**config.mk**
```make
export PLATFORM = sky130hd
export DESIGN_NAME = adc_sample_averager
export DESIGN_NICKNAME = d
export VERILOG_FILES = /design/src/rtl/adc_sample_averager.sv
export SDC_FILE = /design/constraint.sdc
export NUM_CORES = 1
export LEC_CHECK = 0
export CORE_AREA = 5 5 66 53
export DETAILED_ROUTE_END_ITERATION = 16
export DIE_AREA = 0 0 71 58
export PLACE_DENSITY = 0.76
export SLEW_MARGIN = 20
export SYNTH_ARGS = -nofsm -noshare
export SYNTH_HDL_FRONTEND = slang
export SYNTH_SLANG_ARGS = --single-unit
```
**constraint.sdc**
```tcl
create_clock -name clk -period 2.5 [get_ports clk]
set_clock_uncertainty 0.1 [all_clocks]
set_input_delay 0.375 -clock clk [delete_from_list [all_inputs] [get_ports clk]]
set_output_delay 0.375 -clock clk [all_outputs]
set_load 0.02 [all_outputs]
```
**src/rtl/adc_sample_averager.sv**
```systemverilog
// ---------------------------------------------------------------------------
// adc_sample_averager
//
// Averages 2**LOG2_AVG consecutive SAR conversion results into one output
// word and offers it on a valid/ready handshake. A sample is taken on the
// rising edge of in_valid, so a level held high counts once. When a new
// average completes while the previous one is still waiting for the
// consumer, the new average is dropped and the sticky overrun flag is set.
//
// Parameters
//   DATA_W    width of the SAR result and of the averaged output
//   LOG2_AVG  log2 of samples per average, legal 0..4 (0 = pass-through)
//
// Ports
//   clk        system clock, shared with the SAR control stage
//   rst_n      asynchronous reset, active low
//   en         1 = accumulate; 0 = idle with the partial sum discarded
//   clr        synchronous clear of accumulator, output word and overrun
//   in_result  SAR conversion result
//   in_valid   SAR valid level; each rising edge is one sample
//   out_data   averaged result (registered)
//   out_valid  out_data holds an average not yet accepted (registered)
//   out_ready  consumer accepts out_data when out_valid & out_ready
//   overrun    sticky flag: at least one average was dropped (registered)
// ---------------------------------------------------------------------------
module adc_sample_averager #(
  parameter int DATA_W   = 8,
  parameter int LOG2_AVG = 2
) (
  input  logic              clk,
  input  logic              rst_n,
  input  logic              en,
  input  logic              clr,
  input  logic [DATA_W-1:0] in_result,
  input  logic              in_valid,
  output logic [DATA_W-1:0] out_data,
  output logic              out_valid,
  input  logic              out_ready,
  output logic              overrun
);

  // Sum of 2**LOG2_AVG samples of DATA_W bits always fits in ACC_W bits.
  localparam int ACC_W = DATA_W + LOG2_AVG;
  localparam int CNT_W = (LOG2_AVG > 0) ? LOG2_AVG : 1;
  localparam int N     = 32'd1 << LOG2_AVG;

  typedef enum logic [0:0] {
    ST_IDLE  = 1'b0,
    ST_ACCUM = 1'b1
  } state_t;

  state_t             state_r;
  state_t             state_nxt_s;
  logic [ACC_W-1:0]   acc_r;
  logic [ACC_W-1:0]   acc_nxt_s;
  logic [CNT_W-1:0]   cnt_r;
  logic [CNT_W-1:0]   cnt_nxt_s;
  logic               in_valid_q_r;
  logic [DATA_W-1:0]  out_data_r;
  logic [DATA_W-1:0]  out_data_nxt_s;
  logic               out_valid_r;
  logic               out_valid_nxt_s;
  logic               overrun_r;
  logic               overrun_nxt_s;

  logic               stb_s;
  logic               accept_s;
  logic               last_s;
  logic [ACC_W-1:0]   sum_s;
  logic [DATA_W-1:0]  avg_s;

  // Sample strobe, handshake acceptance and the running sum including the current sample.
  always_comb begin
    stb_s    = in_valid & ~in_valid_q_r;
    accept_s = out_valid_r & out_ready;
    // With LOG2_AVG=0 the counter is a constant 0 and every sample is the last one.
    last_s   = (cnt_r == CNT_W'(N - 32'd1));
    sum_s    = acc_r + ACC_W'(in_result);
    // Divide by 2**LOG2_AVG by keeping the top DATA_W bits (truncation, no rounding).
    avg_s    = sum_s[ACC_W-1:LOG2_AVG];
  end

  // FSM next state: the mode simply tracks en, independent of clr.
  always_comb begin
    state_nxt_s = state_r;
    case (state_r)
      ST_IDLE: begin
        if (en) begin
          state_nxt_s = ST_ACCUM;
        end else begin
          state_nxt_s = ST_IDLE;
        end
      end
      ST_ACCUM: begin
        if (en) begin
          state_nxt_s = ST_ACCUM;
        end else begin
          state_nxt_s = ST_IDLE;
        end
      end
      default: begin
        state_nxt_s = ST_IDLE;
      end
    endcase
  end

  // Datapath next state: accumulation, average completion, handshake and overrun.
  always_comb begin
    acc_nxt_s       = acc_r;
    cnt_nxt_s       = cnt_r;
    out_data_nxt_s  = out_data_r;
    out_valid_nxt_s = out_valid_r;
    overrun_nxt_s   = overrun_r;

    if (clr) begin
      // Clear wins over everything, including a strobe in the same cycle.
      acc_nxt_s       = {ACC_W{1'b0}};
      cnt_nxt_s       = {CNT_W{1'b0}};
      out_data_nxt_s  = {DATA_W{1'b0}};
      out_valid_nxt_s = 1'b0;
      overrun_nxt_s   = 1'b0;
    end else begin
      // Acceptance retires the word; a completion below may re-raise valid.
      if (accept_s) begin
        out_valid_nxt_s = 1'b0;
      end else begin
        out_valid_nxt_s = out_valid_r;
      end

      case (state_r)
        ST_IDLE: begin
          acc_nxt_s = {ACC_W{1'b0}};
          cnt_nxt_s = {CNT_W{1'b0}};
        end
        ST_ACCUM: begin
          if (!en) begin
            // Leaving ACCUM: the partial sum is thrown away.
            acc_nxt_s = {ACC_W{1'b0}};
            cnt_nxt_s = {CNT_W{1'b0}};
          end else if (stb_s) begin
            if (last_s) begin
              acc_nxt_s = {ACC_W{1'b0}};
              cnt_nxt_s = {CNT_W{1'b0}};
              if (!out_valid_r || accept_s) begin
                out_data_nxt_s  = avg_s;
                out_valid_nxt_s = 1'b1;
              end else begin
                // Previous word still pending: drop this average, keep out_data stable.
                overrun_nxt_s = 1'b1;
              end
            end else begin
              acc_nxt_s = sum_s;
              cnt_nxt_s = cnt_r + CNT_W'(1);
            end
          end else begin
            acc_nxt_s = acc_r;
            cnt_nxt_s = cnt_r;
          end
        end
        default: begin
          acc_nxt_s = {ACC_W{1'b0}};
          cnt_nxt_s = {CNT_W{1'b0}};
        end
      endcase
    end
  end

  // State and datapath registers; in_valid_q tracks in_valid in every state.
  always_ff @(posedge clk or negedge rst_n) begin
    if (!rst_n) begin
      state_r      <= ST_IDLE;
      acc_r        <= {ACC_W{1'b0}};
      cnt_r        <= {CNT_W{1'b0}};
      in_valid_q_r <= 1'b0;
      out_data_r   <= {DATA_W{1'b0}};
      out_valid_r  <= 1'b0;
      overrun_r    <= 1'b0;
    end else begin
      state_r      <= state_nxt_s;
      acc_r        <= acc_nxt_s;
      cnt_r        <= cnt_nxt_s;
      in_valid_q_r <= in_valid;
      out_data_r   <= out_data_nxt_s;
      out_valid_r  <= out_valid_nxt_s;
      overrun_r    <= overrun_nxt_s;
    end
  end

  assign out_data  = out_data_r;
  assign out_valid = out_valid_r;
  assign overrun   = overrun_r;

endmodule
```
# Yosys cells after proc, flatten, opt, wreduce, memory -nomap -nowiden
# Index checks and enable logic that the tools add are counted.
[word_totals]
regBits = 24
latch_bits = 0
mem_bits_rw = 0
mem_bits_ro = 0
inputBits = 14
memories = 0
[classes]
n_addsub = 2
mul = 0
div = 0
magnitude_cmp = 0
eq_ne = 3
n_shift = 0
mux = 30
bitwise_logic = 4
n_reduce_logical = 9
[op_table]
columns = ["cell", "n"]
rows = [
  ["$mux W8", 6],
  ["$mux W10", 4],
  ["$pmux W10 S2", 1],
  ["$mux W1", 14],
  ["$add A10 B8 Y10", 1],
  ["$reduce_and A5 Y1", 2],
  ["$reduce_bool A2 Y1", 5],
  ["$mux W2", 4],
  ["$ne A4 B3 Y1 const B", 1],
  ["$pmux W2 S2", 1],
  ["$add A2 B1 Y2 const B", 1],
  ["$and A1 B1 Y1", 2],
  ["$eq A2 B2 Y1 const B", 1],
  ["$ne A2 B2 Y1 const B", 1],
  ["$not A1 Y1", 2],
  ["$logic_not A1 Y1", 1],
  ["$logic_or A1 B1 Y1", 1],
]

# Longest topological paths before layout
[depth]
ltp_word = 8
mapped_depth = 8

# Worst setup path after synthesis
# No wires, ideal clock.
[synth_timing]
kind = "in2reg"
start = "input in_result[0]"
end = "register acc_r[6]"
setup_time_ns = 0.121
arrival_ns = 1.696
t_required_ns = 2.279
path_slack_ns = 0.583
stages = 8
n_path_buf = 0
path_cell_list = "ha_1 > inv_1 > fa_1 > nor2b_4 > o31a_1 > o22ai_1 > xnor2_1 > a22o_1"
[synth_via]
elab_chain_len = 6
[synth_rtl]
columns = ["element", "line_no", "text"]
rows = [
  ["start: declaration", "34", "input logic [DATA_W-1:0] in_result,"],
  ["$add A10 B8 Y10", "78", "sum_s = acc_r + ACC_W'(in_result);"],
  ["$mux W10", "141", "if (last_s) begin"],
  ["$mux W10", "140", "end else if (stb_s) begin"],
  ["$mux W10", "136", "if (!en) begin"],
  ["$pmux W10 S2", "130", "case (state_r)"],
  ["$mux W10", "115", "if (clr) begin"],
  ["end signal: assignment", "172", "acc_r <= {ACC_W{1'b0}};"],
  ["end signal: assignment", "180", "acc_r <= acc_nxt_s;"],
  ["end: declaration", "54", "logic [ACC_W-1:0] acc_r;"],
]
# Every way passes these cells. The select of a mux whose other input is x is not followed.
# A chain may end at the register's enable or synchronous reset.

# Final worst setup path
[layout_timing]
start = "input in_result[0]"
end = "register acc_r[8]"
# The elaborated chain is that of the path after synthesis.

==> key figures <==
STA
  • Worst hold slack: 0.371 ns
  • Min Tclk post-route: 2.24 ns
  • RSZ-0062 raised after global routing: no
  • Worst-Margin Slew: 0.694 ns
  • Fin worst setup slack: 0.256 ns
  • Final Hold Viols: 0
  • Rel. slew slack: 0.534
  • Final setup vio count: 0
  • FMAX: 0.446 GHz
  • Final Slew Violations: 0
  • Crit share post-route: 0.898

Final layout
  • Fillers: 248
  • Final nets: 182
  • Area growth syn-to-layout: 24.8%
  • Number of diodes: 0
  • Core Util, Final: 0.599
  • Multi-input logic area: 706 sq um
  • Layout cells sized above 1: 0.103
  • Sequential cell area: 601 sq um
  • Design area: 1680 sq um

Placement
  • PortBufs: 23
  • DP HPWL: 2200 um
  • Placed Area: 1640 sq um
  • Pre-CTS WS: -0.00283 ns
  • Final RePlAce weighted congestion: 0.896

Synth
  • Top post-synthesis cells by area: dfrtp_1, ha_1, a22o_1
  • Syn nets: 152
  • Register area share after synthesis: 0.446
  • Top_reg_cell synth: dfrtp_1
  • Synthesized instance count: 128
  • Synth async-reset ratio: 1.00
  • Area share of the largest cell type after synthesis: 0.446
  • Most common cell in the netlist: dfrtp_1
  • Flip-flop and latch count after synthesis: 24
  • Netlist cell types: 37
  • Top post-synthesis cells by count: dfrtp_1, nand2_1, a22o_1, a21oi_1, ha_1
  • Synth area leader: dfrtp_1
  • Post-synth EDFFs: 0
  • Synthesized area per cell: 10.5 sq um
  • Synthesis Warnings: 0
  • Mapped cell area: 1350 sq um

Detailed routing
  • Drt wl/cell: 15.1 um
  • Vias/cell: 5.48
  • 1st-pass router iterations: 4
  • DR iter-0 viols: 45
  • DR vias: 1063
  • Number of remaining DRC errors: 0
  • DRT Wirelength: 2930 um
  • Post-route ant nets: 0

Critical path
  • Crit path capture type: flop
  • WP data arrival: 2.33 ns
  • Crit Path Max Fanout: 3
  • Critical Path Max Stage Delay: 0.46 ns
  • Slowest CP cell: clkdlybuf4s50_1
  • Path type of the worst setup path: primary input to flop
  • Critical-path cell list: clkdlybuf4s50_1 -> ha_1 -> inv_1 -> fa_1 -> nor2b_4 -> o31a_1 -> o41ai_2 -> or3_1 -> o21ai_2
  • Worst setup SP type: primary input
  • Worst endpoint required time: 2.59 ns

Global routing
  • First-pass GRT wire length: 5060 um
  • Initial antenna violation count: 0
  • Vias in the first global route: 1122
  • Grt ovf: 0
  • Largest net degree at the start of global routing: 25
  • Met2 Track Usage GR: 0.260
  • GRT Resource Usage Total: 0.156
  • M3 GR Usage: 0.0485
  • GR met1 Demand/Resource: 0.201
  • Grt peak-use layer: met2

Clock tree
  • Clock root cell: clkbuf_8
  • Clock latency on the worst-skew pair: 0.26 ns
  • Hold Buf Count CTS: 0
  • Clk sinks: 24
  • CTS buffer count: 3
  • CTS tree: done
  • Clock transition at path regs: 0.08 ns
  • Post_cts resized: 0
  • H-tree levels: 1
  • Clk buf depth: 2
  • Number of setup buffers added after CTS: 0

Floorplanning
  • Core area: 2810 sq um
  • Core Rows: 17
  • Ports: 24
  • Die ar.: 4120 sq um
  • Die H: 58 um
  • Starting Density: 0.480
  • Die span in x: 71 um

Worst hold path
  • Hold Path Class: primary input to async pin

Run status
  • Status: finished clean

Job
  • Max-cap violation count: 0

Power and ir drop
  • Peak supply drop: 0.000307 V
  • P_leak: 0.776 nW
  • Pwr Density: 416 nW/um^2
-- kinds of logic after synthesis --
| logic type | after synthesis | share of synthesized area |
|---|---|---|
| buf+inv | 9 | 0.0306 |
| compound gates | 43 | 0.232 |
| fa+ha+maj | 10 | 0.0984 |
| mux | 1 | 0.00743 |
| xor+xnor | 6 | 0.0390 |
| flops | 24 | 0.446 |
| simple gates | 35 | 0.147 |
-- cell type report --
class                   count  share of cell area
flip-flops and latches     24               0.357
inverters                   7              0.0156
repair buffers             27               0.155
clock buffers               3              0.0246
well taps                  38              0.0283
multi-input cells          95               0.420
-- placed cells by master (no fill, tap or decap), drive strengths merged, types with 2 or more instances in the layout --
master         Yosys  routed
a21oi             10      10
dfrtp             24      24
nand2             14      14
nand3              2       2
or2                2       2
xnor2              5       5
o22ai              2       2
o21ai              8       8
and3               2       2
nor2               7       7
a22o              12      12
nor3               2       2
ha                 9       9
a21o               2       2
clkdlybuf4s50      0      23
clkbuf             1       3
inv                7       7
buf                1       4
-- worst max-delay path: cells and delay by family --
kind	cells	cell delay (ns)
AOI/OAI and AO/OA	3	0.36
adders and majority gates	2	0.59
buffers and inverters	2	0.52
and+or+nand+nor	2	0.49
-- layer usage --
layer | up-vias | wire, um | part of all wire
li1 | 528 | - | -
met1 | 497 | 1340 | 0.46
met2 | 36 | 1390 | 0.48
met3 | 2 | 177 | 0.060
met4 | 0 | 11 | 0.0038
met5 | - | 0 | 0
-- registers in the layout, summed over array words and instances (netlist names) --
name / flops
in_valid_q_r: 1
out_data: 8
overrun: 1
acc_r: 10
cnt_r: 2
out_valid: 1
state_r: 1
-- metrics by stage --
step	TNS, ns	instances	power, mW
after floorplan	0	128	0.445
after global placement	0	191	0.485
after detailed placement	-0.00283	191	0.487
after CTS	0	194	0.718
after global routing	0	194	0.744
final	0	194	0.700
-- final timing paths --
kind	from	to	slack, ns	cells after the start
min in group clk	out_data[5]	out_data[5]	0.39	2
worst min-delay path	rst_n	out_data[4]	0.37	2
worst max register to register	acc_r[2]	acc_r[9]	0.45	6
worst min register to register	out_data[5]	out_data[5]	0.39	2
worst max-delay path	in_result[0]	acc_r[8]	0.26	9
max in group asynchronous	rst_n	out_valid	1.68	2
-- power breakdown --
group | switching [mW] | internal, mW | leakage, nW
registers | 0.00176 | 0.391 | 0.330
clock network | 0.113 | 0.108 | 0.0216
logic | 0.0450 | 0.0410 | 0.424
Power figures use the tool's default switching activity.
==> RTL change 1, RTL diff (same settings) <==
Register the output `overrun` once more, cleared by the reset; this adds one clock of latency there. The other outputs are not delayed to match. Comments in the files are not updated.
--- a/src/rtl/adc_sample_averager.sv
+++ b/src/rtl/adc_sample_averager.sv
@@ -190,3 +190,9 @@
   assign out_valid = out_valid_r;
-  assign overrun   = overrun_r;
+  always_ff @(posedge clk or negedge rst_n) begin
+    if (!rst_n) begin
+      overrun <= '0;
+    end else begin
+      overrun <= overrun_r;
+    end
+  end
 
Check against the original RTL: no difference found for any inputs over 10 cycles, from zero or initial values and one cycle with rst_n low; that may be too few to reach the edited logic, so the function may still have changed.
==> RTL change 1 against the original RTL <==
Core utilization up 0.49 points; total power grew 6.1%; synthesized area is 0.28% higher; cell area grew 0.82%; wire length rose by 4.0%; sequential cell count up 1; combinational power about the same; setup slack got worse by 98 ps; maximum frequency decreased by 4.2%; count of clock-buffer cells in the layout is the same; register-to-register slack worse by 170 ps; critical path depth down 2; critical path type unchanged.
==> RTL change 1: results (changes against the original RTL) <==
* WL per Instance at 15.62 um (+3.5%)
* Post-cts resize count at 0 (unchanged)
* Worst slew pin tran at 749.3 ps (+54.92 ps)
* First-pass GRT wire length at 4981 um (-1.5%)
* Setup Fix Bufs, Post-CTS at 0 (unchanged)
* Gr usage total at 15.24% (-0.38 points)
* Synth top area cells: dfrtp_1 46%, ha_1 8.3%, a22o_1 7.8%
* Worst hold path class: flop to flop
* Detailed Place HPWL at 2282 um (+4.0%)
* Post-DP Area at 1649 um^2 (+0.53%)
* Vias per cell at 5.559 (+1.5%)
* Clock latency on the worst-skew pair at 280 ps (+20 ps)
* Worst EP arrival at 2410 ps (+80 ps)
* Gpl congestion at 0.9114 (+1.7%)
* Critical path fanouts, max at 6 (+3)
* Leakage at 0.8076 nW (+4.1%)
* CTS buffer count at 3 (unchanged)
* H-tree depth at 1 (unchanged)
* Status: finished clean
* Post-synthesis sequential area ratio at 46.30% (+1.7 points)
* Share of cells above drive strength 1 at 8.917% (-1.3 points)
* CP top delay family: compound AO/OA/AOI/OAI gates
* Iteration-0 DRC Markers at 70 (+56%)
* Vias in the first global route at 1070 (-4.6%)
* Slowest stage delay, CP at 690 ps (+230 ps)
* Yosys warning count at 0 (unchanged)
* Maximum number of pins on one net before global-route repair at 26 (+4.0%)
* Peak VDD IR at 0.1689 mV (-45%)
* Slowest CP cell: a2111oi_0
* Commonest cells in the netlist: 25 x dfrtp_1, 14 x nand2_1, 12 x a22o_1, 9 x a21oi_1, 9 x ha_1
* Root buf cell: clkbuf_8
* Drt total wl at 3045 um (+4.0%)
* Syn_nets at 152 (unchanged)
-- RTL change 1: logic make-up after synthesis --
group	Yosys count	share of synthesized area, %
compound gates	43	23.15
simple gates	35	13.70
flops	25	46.30
fa+ha+maj	10	9.815
buf+inv	8	2.407
xor+xnor	6	3.890
mux	1	0.7408
-- RTL change 1: report_power, final --
part | total, mW | switching [mW] | leakage, nW | internal [mW]
registers | 0.409 | 0.00182 | 0.344 | 0.407
clock network | 0.247 | 0.135 | 0.0255 | 0.112
logic | 0.0861 | 0.0461 | 0.438 | 0.0400
total | 0.742 | 0.183 | 0.808 | 0.559
-- RTL change 1: metal layers --
metal | share of wire (%) | GRT usage [%] | up-vias
met1 | 47 | 19.85 | 520
met5 | 0 | 0 | -
met3 | 3.6 | 2.253 | 9
met2 | 47 | 24.97 | 26
met4 | 2.7 | 7.507 | 0
li1 | - | - | 529
-- RTL change 1: final timing paths --
kind                       slack (ps)  cells after the start         start           to
setup / recovery                  160                      7  in_result[6]     acc_r[9]
hold / removal                    300                      0     overrun_r      overrun
max in group asynchronous        1710                      2         rst_n  out_data[6]
min in group asynchronous         350                      2         rst_n     acc_r[0]
hold reg to reg                   300                      0     overrun_r      overrun
setup reg to reg                  280                      6      acc_r[6]     acc_r[9]
-- RTL change 1: area by class of cell --
| class | instances | area (um^2) |
|---|---|---|
| fill | 245 | 1112 |
| clock buffer | 3 | 41.29 |
| multi-input combinational | 95 | 693.2 |
| inverter | 6 | 22.52 |
| timing repair buffer | 27 | 260.3 |
| sequential | 25 | 625.6 |
| clock inverter | 1 | 5.005 |
| tap | 38 | 47.55 |
-- RTL change 1: per-stage QoR --
stage	hold slack [ps]	setup slack [ps]
finish	297.8	158.1
global route	306.8	42.22
CTS	294.7	236.6
detailed placement	275.7	-43.12
global placement	263.6	38.49
floorplan	-20.59	595.7
==> RTL change 2, RTL diff (same settings) <==
Made on the original files. `DATA_W`: 8 -> 7.
--- a/src/rtl/adc_sample_averager.sv
+++ b/src/rtl/adc_sample_averager.sv
@@ -26,3 +26,3 @@
 module adc_sample_averager #(
-  parameter int DATA_W   = 8,
+  parameter int DATA_W   = 7,
   parameter int LOG2_AVG = 2
Ports: changed (resized in_result and out_data); port bits go from 24 to 22. No check against the original RTL was run, so the function may have changed too.
==> RTL change 2 against the original RTL <==
Global-route usage down 1.6 points; wire length down 12%; total power down 1.7%; setup slack better by 54 ps; first-iteration DRC count down 13%; cell count down 5.7%; sequential cell count down 2; die area unchanged; synthesized area down 11%; via count down 7.8%; sequential share of layout area down 0.34 points; cell area down 7.4%; critical endpoint is now out_data[6].
==> RTL change 2: results (changes against the original RTL) <==
* Syn_nets at 137 (-9.9%)
* Nets at 168 (-7.7%)
* Leakage at 0.7155 nW (-7.8%)
* Register share of total power at 52.7% (-3.5 points)
* Slowest CP cell: or4b_1
* Iteration-0 DRC Markers at 39 (-13%)
* Initial antenna violation count at 0 (unchanged)
* Slowest stage delay, CP at 510 ps (+50 ps)
* Gr usage total at 14.01% (-1.6 points)
* Status: finished clean
* Finished Layout Cells at 183 (-5.7%)
* Longest Clk Path Bufs at 2 (unchanged)
* Hold Slack at 361.1 ps (-9.766 ps)
* Worst hold path class: input pin to asynchronous set/reset pin
* Diodes inserted at 0 (unchanged)
* Synth top area cells: dfrtp_1 46%, ha_1 8.3%, a22o_1 5.1%
* CTS buffer count at 3 (unchanged)
* Reg2reg path depth at 6 (unchanged)
* Flop-to-flop setup slack at 460 ps
* Max reg flops at 9 (-1)
* Top cell by count, worst path: nand3_1
* Post-cts resize count at 0 (unchanged)
* Yosys warning count at 0 (unchanged)
* Cell count after synthesis at 115 (-10%)
* Combinational share of power at 10.8% (-1.5 points)
* Int Power at 0.5367 mW (-0.58%)
* Setup Fix Bufs, Post-CTS at 0 (unchanged)
* Biggest register: acc_r
* Worst flop-to-flop path startpoint: acc_r[0]
* Worst EP arrival at 2290 ps (-40 ps)
* Vias at 980 (-7.8%)
* CTS clk-pin slew, worst paths at 80 ps (about the same)
* Maximum number of pins on one net before global-route repair at 23 (-8.0%)
* Drt total wl at 2570 um (-12%)
* Post-synthesis cell type count at 38 (+2.7%)
* Detailed Place HPWL at 2035 um (-7.3%)
* Post-Place Worst Slack at 37.39 ps (+40.23 ps)
* Port Buffer Count at 21 (-8.7%)
* TritonRoute pass-1 iters at 4 (unchanged)
* Post-synthesis sequential area ratio at 45.79% (+1.2 points)
* H-tree depth at 1 (unchanged)
* Share of cells above drive strength 1 at 10.34% (+0.088 points)
* Sequential cell power at 0.362 mW (-7.9%)
* Commonest cells in the netlist: 22 x dfrtp_1, 10 x nand2_1, 8 x a21oi_1, 8 x ha_1
* Setup crit start: in_result[0]
* Vias in the first global route at 1033 (-7.9%)
* First-pass GRT wire length at 4616 um (-8.7%)
* Post-DP Area at 1501 um^2 (-8.5%)
* End point of the critical path: out_data[6]
* Peak Freq at 456.5 MHz (+2.5%)
* CP top delay family: simple AND/OR/NAND/NOR gates
* Worst slew pin tran at 413.0 ps (-281.4 ps)
* Peak VDD IR at 0.3218 mV (+4.7%)
* Clock latency on the worst-skew pair at 260 ps (about the same)
* Gpl congestion at 0.8262 (-7.8%)
* Post-synth ARST share at 100.0% (unchanged)
* Root buf cell: clkbuf_8
==> RTL change 2: worst register-to-register path, stage by stage (launching register included) <==
cell      delay (ps)
dfrtp_1          390
ha_1             230
fa_1             410
nand3_1          150
a211oi_1         100
or4b_1           510
nand3_1          100
==> RTL change 2: layout make-up <==
cell class | instances | area [um^2]
flip-flops and latches | 22 | 550.5
clock buffers | 4 | 55.05
well taps | 38 | 47.55
inverters | 2 | 7.507
fillers | 268 | 1251
repair buffers | 28 | 262.8
multi-input cells | 89 | 633.1
==> RTL change 2: layer usage <==
layer,vias to the layer above,GRT usage (%),share of wire (%)
met1,463,18.35,50
met2,20,22.59,44
li1,495,-,-
met5,-,0,0
met4,0,2.413,0.54
met3,2,5.199,5.4
==> RTL change 2: logic make-up after synthesis <==
group                    after synthesis  synth area share, %
AO/OA/AOI/OAI                         39                22.79
XOR/XNOR                               3                2.186
adder cells (fa/ha/maj)                9                9.990
buffers and inverters                  4                1.561
flip-flops                            22                45.79
multiplexers                           1               0.8325
AND/OR/NAND/NOR                       37                16.86
